<file path="config.mk">
export PLATFORM = sky130hd
export DESIGN_NAME = prover_interpolate_poly
export DESIGN_NICKNAME = d
export VERILOG_FILES = /design/src/rtl/prover_interpolate_poly.sv
export SDC_FILE = /design/constraint.sdc
export NUM_CORES = 2
export LEC_CHECK = 0
export ABC_AREA = 1
export CAP_MARGIN = 20
export CORE_UTILIZATION = 40
export CTS_CLUSTER_SIZE = 12
export DETAILED_ROUTE_END_ITERATION = 10
export GPL_ROUTABILITY_DRIVEN = 0
export PLACE_DENSITY = 0.67
export SLEW_MARGIN = 10
export SYNTH_ARGS = -nofsm -noshare
export SYNTH_HDL_FRONTEND = slang
export SYNTH_SLANG_ARGS = --single-unit
</file>
<file path="constraint.sdc">
create_clock -name clk -period 25.2 [get_ports clk]
set_clock_uncertainty 0.1 [all_clocks]
set_input_delay 5.04 -clock clk [delete_from_list [all_inputs] [get_ports clk]]
set_output_delay 5.04 -clock clk [all_outputs]
set_load 0.02 [all_outputs]
</file>
<file path="src/rtl/prover_interpolate_poly.sv">
// Sumcheck round interpolator: turns f(0), f(1), f(-1) [, f(2)]
// into coefficients c0..c3 using shared modular add/halve/multiply units.

`ifndef F_NBITS
`define F_NBITS 16
`endif
`ifndef F_Q
`define F_Q 16'd65521
`endif
`ifndef F_Q_P1_MI
`define F_Q_P1_MI 16'd65507
`endif
`ifndef F_INV3
`define F_INV3 16'd43681
`endif

// Modular adder, operands captured on en, result two cycles later.
module field_adder #(
    parameter int unsigned  W = `F_NBITS,
    parameter logic [W-1:0] Q = `F_Q
) (
    input  logic         clk,
    input  logic         rstb,
    input  logic         en,
    input  logic [W-1:0] a,
    input  logic [W-1:0] b,
    output logic [W-1:0] res,
    output logic         rdy
);
    logic [W-1:0] a_q;
    logic [W-1:0] b_q;
    logic         busy;

    // Operands may be non-canonical (negation input), so reduce up to 2q.
    function automatic logic [W-1:0] mod_add(input logic [W-1:0] x,
                                             input logic [W-1:0] y);
        logic [W:0] s;
        s = {1'b0, x} + {1'b0, y};
        if (s >= {Q, 1'b0})
            s = s - {Q, 1'b0};
        else if (s >= {1'b0, Q})
            s = s - {1'b0, Q};
        return s[W-1:0];
    endfunction

    // Capture on en, compute on the following cycle.
    always_ff @(posedge clk or negedge rstb) begin
        if (!rstb) begin
            a_q  <= '0;
            b_q  <= '0;
            res  <= '0;
            busy <= 1'b0;
        end else if (en) begin
            a_q  <= a;
            b_q  <= b;
            busy <= 1'b1;
        end else if (busy) begin
            res  <= mod_add(a_q, b_q);
            busy <= 1'b0;
        end
    end

    assign rdy = ~busy;
endmodule

// Modular halving: x/2 = x>>1 for even x, (x+q)>>1 for odd x.
module field_halve #(
    parameter int unsigned  W = `F_NBITS,
    parameter logic [W-1:0] Q = `F_Q
) (
    input  logic         clk,
    input  logic         rstb,
    input  logic         en,
    input  logic [W-1:0] a,
    output logic [W-1:0] res,
    output logic         rdy
);
    logic [W-1:0] a_q;
    logic         busy;

    function automatic logic [W-1:0] mod_halve(input logic [W-1:0] x);
        logic [W:0] s;
        s = x[0] ? ({1'b0, x} + {1'b0, Q}) : {1'b0, x};
        return s[W:1];
    endfunction

    // Capture on en, compute on the following cycle.
    always_ff @(posedge clk or negedge rstb) begin
        if (!rstb) begin
            a_q  <= '0;
            res  <= '0;
            busy <= 1'b0;
        end else if (en) begin
            a_q  <= a;
            busy <= 1'b1;
        end else if (busy) begin
            res  <= mod_halve(a_q);
            busy <= 1'b0;
        end
    end

    assign rdy = ~busy;
endmodule

// Modular multiplier.
module field_multiplier #(
    parameter int unsigned  W = `F_NBITS,
    parameter logic [W-1:0] Q = `F_Q
) (
    input  logic         clk,
    input  logic         rstb,
    input  logic         en,
    input  logic [W-1:0] a,
    input  logic [W-1:0] b,
    output logic [W-1:0] res,
    output logic         rdy
);
    logic [W-1:0] a_q;
    logic [W-1:0] b_q;
    logic         busy;

    function automatic logic [W-1:0] mod_mul(input logic [W-1:0] x,
                                             input logic [W-1:0] y);
        logic [2*W-1:0] p;
        p = {{W{1'b0}}, x} * {{W{1'b0}}, y};
        p = p % {{W{1'b0}}, Q};
        return p[W-1:0];
    endfunction

    // Capture on en, compute on the following cycle.
    always_ff @(posedge clk or negedge rstb) begin
        if (!rstb) begin
            a_q  <= '0;
            b_q  <= '0;
            res  <= '0;
            busy <= 1'b0;
        end else if (en) begin
            a_q  <= a;
            b_q  <= b;
            busy <= 1'b1;
        end else if (busy) begin
            res  <= mod_mul(a_q, b_q);
            busy <= 1'b0;
        end
    end

    assign rdy = ~busy;
endmodule

module prover_interpolate_poly #(
    parameter int unsigned          MAX_DEGREE = 3,
    parameter logic [`F_NBITS-1:0] INV3       = `F_INV3
) (
    input  logic                    clk,
    input  logic                    rstb,
    input  logic                    en,
    input  logic                    deg3_in,
    input  logic [4*`F_NBITS-1:0]   y_in,
    output logic [4*`F_NBITS-1:0]   c_out,
    output logic                    deg3_out,
    output logic                    ready_pulse,
    output logic                    ready
);
    localparam int unsigned  W     = `F_NBITS;
    localparam logic [W-1:0] NEG_K = `F_Q_P1_MI;

    typedef enum logic [3:0] {
        S_IDLE, S_Q0, S_Q1, S_Q2, S_Q3, S_Q4,
        S_C0, S_C1, S_C2, S_C3, S_C4, S_C5, S_C6, S_C7, S_C8,
        S_DONE
    } state_t;

    state_t       state;
    state_t       nxt;
    logic         en_dly;
    logic         ready_dly;
    logic         start;
    logic         deg3_eff;
    logic         issued;
    logic         go;

    logic [W-1:0] y0_r;
    logic [W-1:0] y1_r;
    logic [W-1:0] ym1_r;
    logic [W-1:0] y2_r;
    logic         mode_r;
    logic [W-1:0] r_c1;
    logic [W-1:0] r_c2;
    logic [W-1:0] r_c3;
    logic [W-1:0] t_b;
    logic [W-1:0] t_c;

    logic         en_add0;
    logic         en_add1;
    logic         en_hlv;
    logic         en_mul;
    logic         use_add0;
    logic         use_add1;
    logic         use_hlv;
    logic         use_mul;

    logic [W-1:0] add0_a;
    logic [W-1:0] add0_b;
    logic [W-1:0] add1_a;
    logic [W-1:0] add1_b;
    logic [W-1:0] hlv_a;
    logic [W-1:0] mul_a;
    logic [W-1:0] add0_res;
    logic [W-1:0] add1_res;
    logic [W-1:0] hlv_res;
    logic [W-1:0] mul_res;
    logic         add0_rdy;
    logic         add1_rdy;
    logic         hlv_rdy;
    logic         mul_rdy;

    assign deg3_eff    = (MAX_DEGREE >= 3) ? deg3_in : 1'b0;
    assign start       = en & ~en_dly;
    assign ready       = (state == S_IDLE) & ~start;
    assign ready_pulse = ready & ~ready_dly;
    assign go          = issued & ~(en_add0 | en_add1 | en_hlv | en_mul)
                         & add0_rdy & add1_rdy & hlv_rdy & mul_rdy;

    field_adder #(.W(W)) u_add0 (
        .clk(clk), .rstb(rstb), .en(en_add0),
        .a(add0_a), .b(add0_b), .res(add0_res), .rdy(add0_rdy)
    );

    field_adder #(.W(W)) u_add1 (
        .clk(clk), .rstb(rstb), .en(en_add1),
        .a(add1_a), .b(add1_b), .res(add1_res), .rdy(add1_rdy)
    );

    field_halve #(.W(W)) u_hlv (
        .clk(clk), .rstb(rstb), .en(en_hlv),
        .a(hlv_a), .res(hlv_res), .rdy(hlv_rdy)
    );

    if (MAX_DEGREE >= 3) begin : g_mul
        field_multiplier #(.W(W)) u_mul (
            .clk(clk), .rstb(rstb), .en(en_mul),
            .a(mul_a), .b(INV3), .res(mul_res), .rdy(mul_rdy)
        );
    end else begin : g_nomul
        assign mul_res = '0;
        assign mul_rdy = 1'b1;
    end

    // Edge detectors for en and ready.
    always_ff @(posedge clk or negedge rstb) begin
        if (!rstb) begin
            en_dly    <= 1'b1;
            ready_dly <= 1'b1;
        end else begin
            en_dly    <= en;
            ready_dly <= ready;
        end
    end

    // State register.
    always_ff @(posedge clk or negedge rstb) begin
        if (!rstb)
            state <= S_IDLE;
        else
            state <= nxt;
    end

    // Per-state unit selection, operand routing and next state.
    always_comb begin
        nxt      = state;
        use_add0 = 1'b0;
        use_add1 = 1'b0;
        use_hlv  = 1'b0;
        use_mul  = 1'b0;
        add0_a   = '0;
        add0_b   = '0;
        add1_a   = '0;
        add1_b   = '0;
        hlv_a    = '0;
        mul_a    = '0;
        unique case (state)
            S_IDLE: begin
                if (start)
                    nxt = deg3_eff ? S_C0 : S_Q0;
            end
            S_Q0: begin
                use_add0 = 1'b1; add0_a = y1_r;      add0_b = ym1_r;
                use_add1 = 1'b1; add1_a = ~y0_r;     add1_b = NEG_K;
                if (go) nxt = S_Q1;
            end
            S_Q1: begin
                use_hlv  = 1'b1; hlv_a  = add0_res;
                use_add0 = 1'b1; add0_a = add1_res;  add0_b = y1_r;
                if (go) nxt = S_Q2;
            end
            S_Q2: begin
                use_add1 = 1'b1; add1_a = hlv_res;   add1_b = add1_res;
                if (go) nxt = S_Q3;
            end
            S_Q3: begin
                use_add1 = 1'b1; add1_a = ~add1_res; add1_b = NEG_K;
                if (go) nxt = S_Q4;
            end
            S_Q4: begin
                use_add0 = 1'b1; add0_a = add0_res;  add0_b = add1_res;
                if (go) nxt = S_DONE;
            end
            S_C0: begin
                use_add0 = 1'b1; add0_a = y1_r;      add0_b = ym1_r;
                use_add1 = 1'b1; add1_a = ~ym1_r;    add1_b = NEG_K;
                if (go) nxt = S_C1;
            end
            S_C1: begin
                use_hlv  = 1'b1; hlv_a  = add0_res;
                use_add0 = 1'b1; add0_a = y1_r;      add0_b = add1_res;
                use_add1 = 1'b1; add1_a = y2_r;      add1_b = add1_res;
                if (go) nxt = S_C2;
            end
            S_C2: begin
                use_hlv  = 1'b1; hlv_a  = add0_res;
                use_mul  = 1'b1; mul_a  = add1_res;
                use_add0 = 1'b1; add0_a = ~y0_r;     add0_b = NEG_K;
                if (go) nxt = S_C3;
            end
            S_C3: begin
                use_add0 = 1'b1; add0_a = t_b;       add0_b = add0_res;
                use_add1 = 1'b1; add1_a = ~hlv_res;  add1_b = NEG_K;
                if (go) nxt = S_C4;
            end
            S_C4: begin
                use_add1 = 1'b1; add1_a = mul_res;   add1_b = add1_res;
                use_add0 = 1'b1; add0_a = ~add0_res; add0_b = NEG_K;
                if (go) nxt = S_C5;
            end
            S_C5: begin
                use_add1 = 1'b1; add1_a = add1_res;  add1_b = add0_res;
                if (go) nxt = S_C6;
            end
            S_C6: begin
                use_hlv  = 1'b1; hlv_a  = add1_res;
                if (go) nxt = S_C7;
            end
            S_C7: begin
                use_add1 = 1'b1; add1_a = ~hlv_res;  add1_b = NEG_K;
                if (go) nxt = S_C8;
            end
            S_C8: begin
                use_add0 = 1'b1; add0_a = t_c;       add0_b = add1_res;
                if (go) nxt = S_DONE;
            end
            S_DONE: begin
                nxt = S_IDLE;
            end
            default: nxt = S_IDLE;
        endcase
    end

    // Fire each state's unit enables once as single-cycle pulses.
    always_ff @(posedge clk or negedge rstb) begin
        if (!rstb) begin
            issued  <= 1'b0;
            en_add0 <= 1'b0;
            en_add1 <= 1'b0;
            en_hlv  <= 1'b0;
            en_mul  <= 1'b0;
        end else if (state == S_IDLE || state == S_DONE) begin
            issued  <= 1'b0;
            en_add0 <= 1'b0;
            en_add1 <= 1'b0;
            en_hlv  <= 1'b0;
            en_mul  <= 1'b0;
        end else if (!issued) begin
            issued  <= 1'b1;
            en_add0 <= use_add0;
            en_add1 <= use_add1;
            en_hlv  <= use_hlv;
            en_mul  <= use_mul;
        end else begin
            en_add0 <= 1'b0;
            en_add1 <= 1'b0;
            en_hlv  <= 1'b0;
            en_mul  <= 1'b0;
            if (go)
                issued <= 1'b0;
        end
    end

    // Input capture at start and saving of values needed after reuse.
    always_ff @(posedge clk or negedge rstb) begin
        if (!rstb) begin
            y0_r   <= '0;
            y1_r   <= '0;
            ym1_r  <= '0;
            y2_r   <= '0;
            mode_r <= 1'b0;
            r_c1   <= '0;
            r_c2   <= '0;
            r_c3   <= '0;
            t_b    <= '0;
            t_c    <= '0;
        end else if (state == S_IDLE) begin
            if (start) begin
                y0_r   <= y_in[0*W +: W];
                y1_r   <= y_in[1*W +: W];
                ym1_r  <= y_in[2*W +: W];
                y2_r   <= y_in[3*W +: W];
                mode_r <= deg3_eff;
                r_c3   <= '0;
            end
        end else if (go) begin
            unique case (state)
                S_Q2:    r_c2 <= add1_res;
                S_Q4:    r_c1 <= add0_res;
                S_C1:    t_b  <= hlv_res;
                S_C2:    t_c  <= hlv_res;
                S_C3:    r_c2 <= add0_res;
                S_C6:    r_c3 <= hlv_res;
                S_C8:    r_c1 <= add0_res;
                default: ;
            endcase
        end
    end

    // Result registers change only in DONE, all together.
    always_ff @(posedge clk or negedge rstb) begin
        if (!rstb) begin
            c_out    <= '0;
            deg3_out <= 1'b0;
        end else if (state == S_DONE) begin
            c_out    <= {r_c3, r_c2, r_c1, y0_r};
            deg3_out <= mode_r;
        end
    end
endmodule

</file>
==> impl_metrics.ini <==
[grt]
grtUsageMet3_pct = 3.115
grt_max_degree = 83
grt_pass1_wl_microns = 180000
grt.met2_usage_pct = 38.54
busiest_layer = met2
grt_use_total_pct = 22.77
antenna_found_initial = 1
grt.overflow.total = 0
grtUsageMet1_pct = 28.67
grt_pass1_vias = 33410

[synth]
synth.most_common_cell = nand2_1
synthTopCellsByArea = dfrtp_1 (25%), nand2_1 (14%), inv_1 (6.2%), nand2_4 (5.9%), ha_1 (5.2%)
synthesis.nets = 5582
yosysWarnings = 0
synth_top_area_share_pct = 25.09
yosys.area_share.xor_xnor_pct = 2.536
syn-mean-instance-area_sq_um = 7.226
synth.area.mux_share_pct = 1.941
synth_edf_count = 0
netlist_top_cells_count = nand2_1 (1437), inv_1 (637), dfrtp_1 (384)
async_flop_share_pct = 100.0
synthAdderAreaFrac_pct = 8.123
synth-simple-area-share_pct = 42.45
yosysSeqAreaShare_pct = 25.23
netlist_area_sq_mm = 0.03829
synth_ff_type = dfrtp_1
yosysTopAreaCell = dfrtp_1
synth_cells = 5299
synth_compound_area_share_pct = 9.737
synth_cell_type_count = 79
synth-seq-cells = 386
synth_top_family_by_area = simple AND/OR/NAND/NOR gates

[clocking]
cts_sinks = 386
cts-resized-gates = 0
htree_levels = 2
clk_pin_slew_worst_paths_ns = 0.06
ctsHoldBuffers = 0
root_buffer = clkbuf_16
post-cts-setup-buffers = 0
cts_tree = done
clkLatencyLatePin_ns = 0.57
cts_buffers = 40
clockBufferDepth = 3

[layout]
final_nets = 5643
fillers = 9619
largest_register_ffs = 64
utilization_pct = 44.01
top_register = c_out
fin_cells = 6650
area_growth_pct = 9.038
layout-drive-gt1-share_pct = 18.48

[placed_design]
place.detailed.hpwl_microns = 89950
place_ws_ns = 3.020
placed_cells = 6579
portBuffers = 134

[sta]
setup_ws_ns = 2.853
fmax_mhz = 44.75
slew_viol_final = 0
relSlewSlack_pct = 31.27
worst_pin_slew_ns = 1.029
hold_viol = 0
finalSetupViolations = 0
tns_ns = 0
finalCriticalPeriod_ns = 22.35
rsz0062_at_grt = false
fin_crit_sh_pct = 88.68

[worst_setup_path]
slowest_delay_ns = 0.63
crit_required_ns = 25.61
path_class = flip-flop to flip-flop
crit_buf_inv = 10
crit_top_cell = nand2_4
worstPathArrival_ns = 22.75
critPathMaxFanout = 22
critPathCaptureType = flip-flop
cp_top_family = simple AND/OR/NAND/NOR gates
crit_slowest_cell = dfrtp_1
worstSetupStartpointType = flip-flop

[pwr]
seqPwrFrac_pct = 22.3
p_sw_share_pct = 55.10
internal_power_mw = 2.263
cellLeakagePower_nw = 21.59
power_density_mw_per_mm2 = 120.7
p_sw_mw = 2.778
p_comb_share_pct = 66.3
clkPwrFrac_pct = 11.4
ir_drop_mv = 0.1191

[floorplan]
core_area_sq_mm = 0.09487
die-width_microns = 311.4
num_rows = 113
start_util_pct = 40.36
die_h_microns = 311.4
die_area_sq_mm = 0.09697
io_pins = 135

[worst_hold_path]
hold_path_class = flip-flop to flip-flop

[run]
maxCapViolCount = 0

[routing]
ant_nets = 0
vias_per_cell = 5.259
first_pass_iters = 8
wl_microns = 112800
wl_per_cell_microns = 16.97
drc = 0
vias = 34970
drt_iter0_drc = 2862

[outcome]
status = finished, final reports clean
## worst paths after layout
path	to	depth (start not counted)	slack, ns	start
hold / removal	c_out[40]	2	0.37	c_out[40]
max in group asynchronous	c_out[44]	3	18.24	rstb
setup / recovery	g_mul.u_mul.res[10]	137	2.85	g_mul.u_mul.b_q[0]
hold reg to reg	c_out[40]	2	0.37	c_out[40]
min in group asynchronous	u_add1.a_q[6]	1	4.38	rstb
setup reg to reg	g_mul.u_mul.res[10]	137	2.85	g_mul.u_mul.b_q[0]
## per-stage QoR
stage / area (sq um) / power (mW) / hold slack, ns
after floorplan: 38290 / 3.666 / 0.2519
after global placement: 40440 / 4.387 / 0.3567
after detailed placement: 40440 / 4.411 / 0.3578
after CTS: 41670 / 5.006 / 0.3719
after global routing: 41750 / 5.406 / 0.3851
final: 41750 / 5.042 / 0.3695
## worst min-delay path, cell delays in order (launching register included)
cell     delay [ns]
dfrtp_1        0.34
nand2_1        0.05
nand2_1        0.05
## metal layers
| layer | wire length [microns] | up-vias |
|---|---|---|
| met4 | 5814 | 0 |
| met1 | 46830 | 16320 |
| met3 | 7262 | 307 |
| li1 | - | 17120 |
| met2 | 52940 | 1217 |
| met5 | 0 | - |
## logic make-up after synthesis
group                      Yosys count
and+or+nand+nor                   3039
buffers and inverters              871
AOI/OAI and AO/OA                  612
DFF                                386
adders and majority gates          215
xor gates and xnor gates           110
muxes                               66
## cells in the final DEF, fill, tap and decap left out, drive strengths merged, types with 2 or more instances in the layout
cell type,synthesis,layout
a221oi,13,13
xnor2,26,26
o31ai,16,16
or2,9,9
a22o,7,7
o211ai,21,21
a31o,2,2
clkdlybuf4s50,0,133
a22oi,2,2
nand3b,15,15
nand2,1894,1894
nor2,529,529
a21oi,116,116
o221ai,18,18
clkbuf,92,61
buf,45,24
dfrtp,384,384
dfstp,2,2
a21boi,4,4
a31oi,29,29
xor2,84,84
o22ai,58,58
nand4,81,81
o21ai,272,272
and2,6,6
bufinv,4,5
nor4,13,13
mux2,66,66
o21bai,21,21
clkinv,15,19
o2111ai,12,12
ha,159,159
nand3,454,454
nor3,37,37
o41ai,10,10
a21o,8,8
fa,56,56
inv,713,713
## power by group through the flow
stage	clock, mW	sequential [mW]	combinational, mW
after global routing	0.604	1.14	3.66
after global placement	0	1.12	3.27
after CTS	0.583	1.12	3.31
after detailed placement	0	1.13	3.29
final	0.573	1.13	3.34
after floorplan	0	1.03	2.63
## final cells by class
| cell class | count | area [sq um] | area share [%] |
|---|---|---|---|
| repair buffers | 158 | 1582 | 3.788 |
| multi-input cells | 4042 | 24830 | 59.48 |
| clock inverters | 6 | 97.59 | 0.2337 |
| diodes | 1 | 2.502 | 0.005993 |
| inverters | 732 | 2867 | 6.865 |
| clock buffers | 60 | 1127 | 2.700 |
| flip-flops and latches | 386 | 9662 | 23.14 |
| well taps | 1265 | 1583 | 3.791 |
Power figures use the tool's default switching activity.
